File: src/rtl/veri_risc.sv
// Minimal 8-bit accumulator CPU: one instruction per 8-phase sequence, with a
// 32x8 unified instruction/data memory that has a combinational read port.

module veri_risc_mem (
  input  logic       clk_i,
  input  logic       wr_i,
  input  logic [4:0] addr_i,
  input  logic [7:0] data_i,
  output logic [7:0] data_o
);

  reg [7:0] array [0:31];

  assign data_o = array[addr_i];

  always_ff @(posedge clk_i) begin
    if (wr_i) array[addr_i] <= data_i;
  end

endmodule

module veri_risc (
  input  logic clk,
  input  logic rst,
  output logic halt
);

  typedef enum logic [2:0] {
    INST_ADDR, INST_FETCH, INST_LOAD, IDLE, OP_ADDR, OP_FETCH, ALU_OP, STORE
  } phase_e;

  typedef enum logic [2:0] {
    HLT, SKZ, ADD, AND, XOR, LDA, STO, JMP
  } op_e;

  phase_e      phase_q, phase_d;
  logic [4:0]  pc_q, pc_d;
  logic [7:0]  ir_q, ir_d;
  logic [7:0]  acc_q, acc_d;
  logic        halted_q, halted_d;

  op_e         opcode;
  logic [4:0]  operand;
  logic [4:0]  mem_addr;
  logic [7:0]  mem_rdata;
  logic        mem_wr;
  logic        zero;

  function automatic logic [7:0] alu(input op_e op, input logic [7:0] a,
                                     input logic [7:0] d);
    logic [7:0] r;
    unique case (op)
      ADD:     r = a + d;
      AND:     r = a & d;
      XOR:     r = a ^ d;
      LDA:     r = d;
      default: r = a;
    endcase
    return r;
  endfunction

  assign opcode   = op_e'(ir_q[7:5]);
  assign operand  = ir_q[4:0];
  assign zero     = (acc_q == 8'h00);
  assign mem_addr = phase_q[2] ? operand : pc_q;
  // A reset edge must not let a pending STO land in memory.
  assign mem_wr   = !rst && (phase_q == STORE) && (opcode == STO);
  assign halt     = halted_q || ((phase_q == OP_ADDR) && (opcode == HLT));

  veri_risc_mem memory_inst (
    .clk_i  (clk),
    .wr_i   (mem_wr),
    .addr_i (mem_addr),
    .data_i (acc_q),
    .data_o (mem_rdata)
  );

  always_comb begin
    phase_d  = halt ? phase_q : phase_e'(phase_q + 3'd1);
    pc_d     = pc_q;
    ir_d     = ir_q;
    acc_d    = acc_q;
    halted_d = halted_q;
    unique case (phase_q)
      INST_LOAD, IDLE: ir_d = mem_rdata;
      OP_ADDR: begin
        if (opcode == HLT) halted_d = 1'b1;
        else               pc_d     = pc_q + 5'd1;
      end
      ALU_OP: begin
        if (opcode == SKZ && zero) pc_d = pc_q + 5'd1;
        else if (opcode == JMP)    pc_d = operand;
      end
      STORE: begin
        if (opcode == ADD || opcode == AND || opcode == XOR || opcode == LDA)
          acc_d = alu(opcode, acc_q, mem_rdata);
        else if (opcode == JMP)
          pc_d = operand;
      end
      default: ;
    endcase
  end

  always_ff @(posedge clk) begin
    if (rst) begin
      phase_q  <= INST_ADDR;
      pc_q     <= 5'd0;
      ir_q     <= 8'h00;
      acc_q    <= 8'h00;
      halted_q <= 1'b0;
    end else begin
      phase_q  <= phase_d;
      pc_q     <= pc_d;
      ir_q     <= ir_d;
      acc_q    <= acc_d;
      halted_q <= halted_d;
    end
  end

endmodule

File: config.mk
export PLATFORM = sky130hd
export DESIGN_NAME = veri_risc
export DESIGN_NICKNAME = d
export VERILOG_FILES = /design/src/rtl/veri_risc.sv
export SDC_FILE = /design/constraint.sdc
export NUM_CORES = 1
export LEC_CHECK = 0
export ABC_AREA = 0
export CAP_MARGIN = 0
export CORE_MARGIN = 5
export CORE_UTILIZATION = 58
export DETAILED_ROUTE_END_ITERATION = 8
export GPL_TIMING_DRIVEN = 0
export PLACE_DENSITY = 0.71
export SYNTH_ARGS = -nofsm -noshare
export SYNTH_HDL_FRONTEND = slang
export SYNTH_SLANG_ARGS = --single-unit
File: constraint.sdc
create_clock -name clk -period 5 [get_ports clk]
set_input_delay 0.5 -clock clk [delete_from_list [all_inputs] [get_ports clk]]
set_output_delay 0.5 -clock clk [all_outputs]
set_load 0.01 [all_outputs]
==> reports/metrics.cfg, run 1 <==
[clock_network]
clock_h_tree_levels=1
root_buffer=clkbuf_16
clk_pin_slew_ps=60
clock_tree_from_tritoncts=yes
hold_buffers=0
post_cts_buffers=0
clkLatencyLatePin_ps=560
number_of_clock_buffers_inserted_by_tritoncts=28
max-clock-path-buffers=3
cts-resized-gates=0
clock_sinks=281

[timing]
unrepaired_setup_endpoints_after_global_routing=no
fin_crit_sh=0.949
finalSetupViolations=0
timing_worst_slew_pin_value_ps=1400
maxSlewHeadroom=0.0686
holdWs_ps=488
timing.setup.tns_ps=0
report.final.slew_viol_count=0
layout_setup_ws_ps=257
finalHoldViolCount=0
shortest_period_the_worst_path_allows_ps=4740
timing.clock.skew_ps=28.7
max_freq_mhz=211

[place]
port_buffers=1
place.gp.congestion=0.986
place_hpwl_um=21000
placedInstanceArea_um2=12500
place.detailed.instances=1092
place_ws_ps=443

[detailed_routing]
routed_wirelength_um=31700
drt_first_iter_violations=1076
vias=7745
vias_per_cell=6.78
detail_route.wl_per_cell_um=27.7
route.detailed.drc=0
drt.antenna.violating_nets=0
drt-pass1-iter-count=5

[floorplan]
fp.dieH_um=155
fp.dieArea_um2=23900
ios=3
floorplan.rows=52
die_width_um=155
initial_utilization=0.593
core_area_um2=20400

[logic_synthesis]
synth_top_area_share=0.634
asyncSetResetFlopFracSynth=0
synth-edff-count=256
yosysSeqAreaShare=0.676
number_of_distinct_library_cells_after_synthesis=74
synth_warnings=0
syn_inst=821
synth_top_area_cell=edfxtp_1
synth.ff_latch_count=281
post_synth_main_area_contributors=edfxtp_1 (63%), mux4_2 (4.8%), dfxtp_1 (4.1%), mux2i_1 (2.3%), nor2_1 (2.0%)
synth_ff_type=edfxtp_1
syn_avg_cell_area_um2=14.8
syn-num-nets=839
synth_area_um2=12100

[critical_path]
worstSetupEndpointType=flip-flop
critPathLaunchType=flip-flop
timing.setup.critical_path_class=flip-flop to flip-flop
path_cells=buf_6 > mux2i_2 > buf_2 > buf_2 > nand2_1 > a31oi_1 > o211ai_1 > inv_1 > ha_1 > a21o_1 > a211o_1 > a2111oi_0 > nor3_1 > o21ai_0 > a211oi_2
timing.critical_path.mode_cell=buf_2
worst-r2r-setup-slack_ps=260
critPathMaxStageDelay_ps=740
worstPathMaxFanout=10
crit_arrival_ps=5140
required_worst_endpoint_ps=5400
cp.buffers_inverters=4
critical_path.top_delay_family=compound AO/OA/AOI/OAI gates
crit_slowest_cell=mux2i_2

[global_routing]
all_layer_global_routing_usage=0.264
largest_net_degree_at_the_start_of_global_routing=38
gr-total-overflow=0
grt_antenna_before_repair=1
first_global_vias=7364
grt_first_pass_wirelength_um=46900

[outcome]
outcome=finished clean

[layout]
fin_nets=870
finalInstanceArea_um2=13300
area_delta_synth_final_pct=10.1
layout-drive-gt1-share=0.138
finish.cell_count_without_fillers=1142
antennaDiodeCount=0
finalCoreUtilization=0.653

[power]
pwr_density_cell_nw_per_um2=429
ir_drop_worst_case_vdd_v=0.000396
total_power_mw=5.73
total_leakage_power_nw=4.58

[job]
timing.max_cap.violations=0

[worst_hold_path]
min_delay_worst_type=input pin to flip-flop

==> per-layer routing <==
layer  global-route usage  up-vias  part of all wire
met5                    0        -                 0
met2                0.407      522              0.46
met3               0.0629       93              0.11
met1                0.379     3813              0.39
li1                     -     3317                 -
met4               0.0803        0             0.037
==> flip-flops by register name (all words and copies together) (netlist names) <==
register / flops
acc_q: 8
ir_q: 8
memory_inst.array: 256
phase_q: 3
halted_q: 1
pc_q: 5
==> final cells by class <==
cell class                      count  area [um2]
Buffer                             52         310
Inverter                           10        37.5
Clock buffer                       37         734
Multi-Input combinational cell    478        3580
Tap cell                          270         338
Fill cell                        1481        7080
Clock inverter                     13         136
Timing Repair Buffer                1        10.0
Sequential cell                   281        8200
==> worst reg2reg max path: stages (launching register included) <==
cell and delay [ps]:
dfxtp_1 350, buf_6 150, mux2i_2 750, buf_2 440, buf_2 290, nand2_1 80, a31oi_1 360, o211ai_1 200
inv_1 130, ha_1 240, a21o_1 190, a211o_1 320, a2111oi_0 610, nor3_1 140, o21ai_0 270, a211oi_2 100
==> path summary, 6_finish.rpt <==
check,start,end,cells after the start
setup reg to reg,phase_q[2],acc_q[7],15
setup / recovery,phase_q[2],acc_q[7],15
hold / removal,rst,ir_q[3],3
hold reg to reg,phase_q[1],phase_q[1],2
==> layout by cell type, fill, tap and decap left out, types with 22 or more instances in the layout <==
| master | instances |
|---|---|
| clkbuf_16 | 28 |
| mux2i_1 | 28 |
| clkbuf_1 | 32 |
| a21oi_1 | 42 |
| edfxtp_1 | 256 |
| nand2_1 | 55 |
| nor3_1 | 22 |
| nor2_1 | 66 |
| mux4_2 | 26 |
==> where the power goes <==
part | switching, mW | total (mW) | internal, mW
combinational | 0.689 | 1.11 | 0.422
clock | 0.860 | 2.00 | 1.14
sequential | 0.0477 | 2.62 | 2.57
==> cells in the mapped netlist, types with 9 or more instances <==
| cell | n |
|---|---|
| nand3_1 | 15 |
| inv_1 | 9 |
| a21oi_1 | 42 |
| a211oi_1 | 9 |
| dfxtp_1 | 25 |
| o21ai_0 | 21 |
| nand2_1 | 55 |
| o22ai_1 | 21 |
| clkbuf_1 | 23 |
| ha_1 | 15 |
| nor3_1 | 22 |
| mux2i_1 | 28 |
| buf_2 | 15 |
| edfxtp_1 | 256 |
| mux4_2 | 26 |
| nor2_1 | 66 |
==> logic make-up after synthesis <==
| group | after synthesis | synth area share |
|---|---|---|
| adder cells (fa/ha/maj) | 16 | 0.0171 |
| AND/OR/NAND/NOR | 225 | 0.0934 |
| multiplexers | 67 | 0.0890 |
| AO/OA/AOI/OAI | 164 | 0.0918 |
| flip-flops | 281 | 0.676 |
| XOR/XNOR | 6 | 0.00434 |
| buffers and inverters | 62 | 0.0287 |
No activity file was read; power rests on OpenSTA's default activity.
==> inputs of run 2 (changes only) <==
Settings changed: PLACE_DENSITY 0.71 to 0.75.
==> run 2 against run 1 <==
  * Clock-buffer cell count shrank 3
  * Via count grew 0.19%
  * Clock power grew 7%
  * Combinational power about the same
  * Register-to-register slack hardly changed
  * Die area did not move
  * Sequential power barely moved
  * Routed wire length rose by 4.7%
  * Critical path type unchanged
  * Worst hold slack gained 4.0 ps
  * First-iteration DRC count shrank 11%
  * Global-route usage grew 1.2 points
==> reports/metrics.cfg, run 2 (synthesized netlist as in run 1, its figures left out) <==
[outcome]
outcome=finished clean

[global_routing]
all_layer_global_routing_usage=0.276
largest_net_degree_at_the_start_of_global_routing=38
grt_first_pass_wirelength_um=49100
gr-total-overflow=0
first_global_vias=7556
grt_antenna_before_repair=0

[critical_path]
required_worst_endpoint_ps=5470
startpoint=pc_q[0]
regToRegStartpoint=pc_q[0]
worstSetupEndpointType=flip-flop
timing.setup.critical_path_class=flip-flop to flip-flop
critPathLaunchType=flip-flop
worst-r2r-cell-count=16
crit_slowest_cell=a2111oi_1
crit_arrival_ps=5210
path_cells=mux2_4 > buf_8 > buf_6 > buf_4 > a211oi_1 > a2111oi_1 > and3_1 > o211ai_1 > inv_1 > ha_1 > a21o_1 > a211o_1 > a2111oi_1 > o21a_1 > o21ai_0 > a211oi_2
critPathMaxStageDelay_ps=660
timing.critical_path.mode_cell=a2111oi_1
worstPathMaxFanout=10
r2r_end=acc_q[7]
worst-r2r-setup-slack_ps=250

[place]
place.gp.congestion=0.977
placedInstanceArea_um2=12500
place_hpwl_um=22100
place_ws_ps=101
port_buffers=1

[layout]
area_delta_synth_final_pct=10.8
final_common_cell=edfxtp_1
layout-drive-gt1-share=0.144
fin_nets=870
layout.cells.most_common_list=edfxtp_1 (256), nor2_1 (66), nand2_1 (55)
antennaDiodeCount=0
largest_register=memory_inst.array
reg_top3=memory_inst.array: 256 flops, acc_q: 8 flops, ir_q: 8 flops
max_ffs_per_register=256
finalInstanceArea_um2=13400

[clock_network]
post_cts_buffers=0
clock_tree_from_tritoncts=yes
root_buffer=clkbuf_16
clkLatencyLatePin_ps=550
clock_h_tree_levels=1
clock_sinks=281
clk_pin_slew_ps=60
number_of_clock_buffers_inserted_by_tritoncts=28
max-clock-path-buffers=3
hold_buffers=0
cts-resized-gates=0

[timing]
holdWs_ps=492
report.final.slew_viol_count=0
unrepaired_setup_endpoints_after_global_routing=no
timing_worst_slew_pin_value_ps=1390
shortest_period_the_worst_path_allows_ps=4750
layout_setup_ws_ps=255
fin_crit_sh=0.949
maxSlewHeadroom=0.0752
timing.clock.skew_ps=11.2
finalHoldViolCount=0
timing.setup.tns_ps=0
max_freq_mhz=211
finalSetupViolations=0

[power]
switching_share_of_total_power=0.279
total_leakage_power_nw=4.61
power_report.internal_total_mw=4.25
ir_drop_worst_case_vdd_v=0.000305
pwr_density_cell_nw_per_um2=439
power.switching_mw=1.65
clockPowerShare=0.365
power.combinational.fraction=0.191
total_power_mw=5.90
seq_power_share=0.444

[detailed_routing]
route.detailed.drc=0
drt_first_iter_violations=961
drt-pass1-iter-count=5
detail_route.wl_per_cell_um=29.0
routed_wirelength_um=33200
vias_per_cell=6.78
vias=7760
drt.antenna.violating_nets=0

[floorplan]
initial_utilization=0.593
fp.dieArea_um2=23900
floorplan.rows=52
ios=3
core_area_um2=20400
die_width_um=155
fp.dieH_um=155

[worst_hold_path]
min_delay_worst_type=input pin to flip-flop
min_delay_path_depth=3
hold_path_end=ir_q[3]
startpoint_of_the_tightest_hold_check_path=rst

[job]
timing.max_cap.violations=0

==> run 2: how the worst max path moves through the flow <==
| stage | to | slack (ps) |
|---|---|---|
| 3_3_place_gp | acc_q[7] | 140 |
| 5_1_grt | acc_q[7] | 90 |
| 3_5_place_dp | acc_q[7] | 100 |
| 6_report | acc_q[7] | 250 |
| 2_1_floorplan | acc_q[7] | 1380 |
| 4_1_cts | acc_q[7] | 50 |
==> run 2: worst max-delay path, delay by kind of cell (launching register included) <==
kind                     cells  cell delay, ps
multiplexers                 1             230
adder cells (fa/ha/maj)      1             250
flip-flops                   1             510
AND/OR/NAND/NOR              1             350
buffers and inverters        4             850
AO/OA/AOI/OAI                9            2450
==> run 2: area by class of cell <==
cell class | instances | area, um2
Buffer | 52 | 310
Sequential cell | 281 | 8200
Clock buffer | 34 | 733
Inverter | 10 | 37.5
Fill cell | 1446 | 7000
Tap cell | 270 | 338
Clock inverter | 18 | 219
Multi-Input combinational cell | 478 | 3590
Timing Repair Buffer | 1 | 10.0
==> run 2: through the flow <==
step                      utilization  instances
after floorplan                     -        821
after global placement          0.610       1092
after detailed placement        0.610       1092
after CTS                       0.657       1144
after global routing            0.657       1144
final                           0.657       1144
==> run 2: routing by layer <==
metal,part of all wire,vias to the layer above,global-route usage,wire length [um]
met3,0.097,81,0.0548,3210
met2,0.47,488,0.439,15500
met1,0.39,3875,0.388,13100
met5,0,-,0,0
met4,0.042,0,0.0913,1380
li1,-,3316,-,-
==> run 2: power groups by stage <==
stage / sequential, mW / combinational, mW / clock [mW]
final: 2.62 / 1.12 / 2.15
after global routing: 2.63 / 1.19 / 2.26
after CTS: 2.62 / 1.11 / 2.15
after detailed placement: 2.67 / 1.10 / 0
after global placement: 2.67 / 1.08 / 0
after floorplan: 2.65 / 0.773 / 0
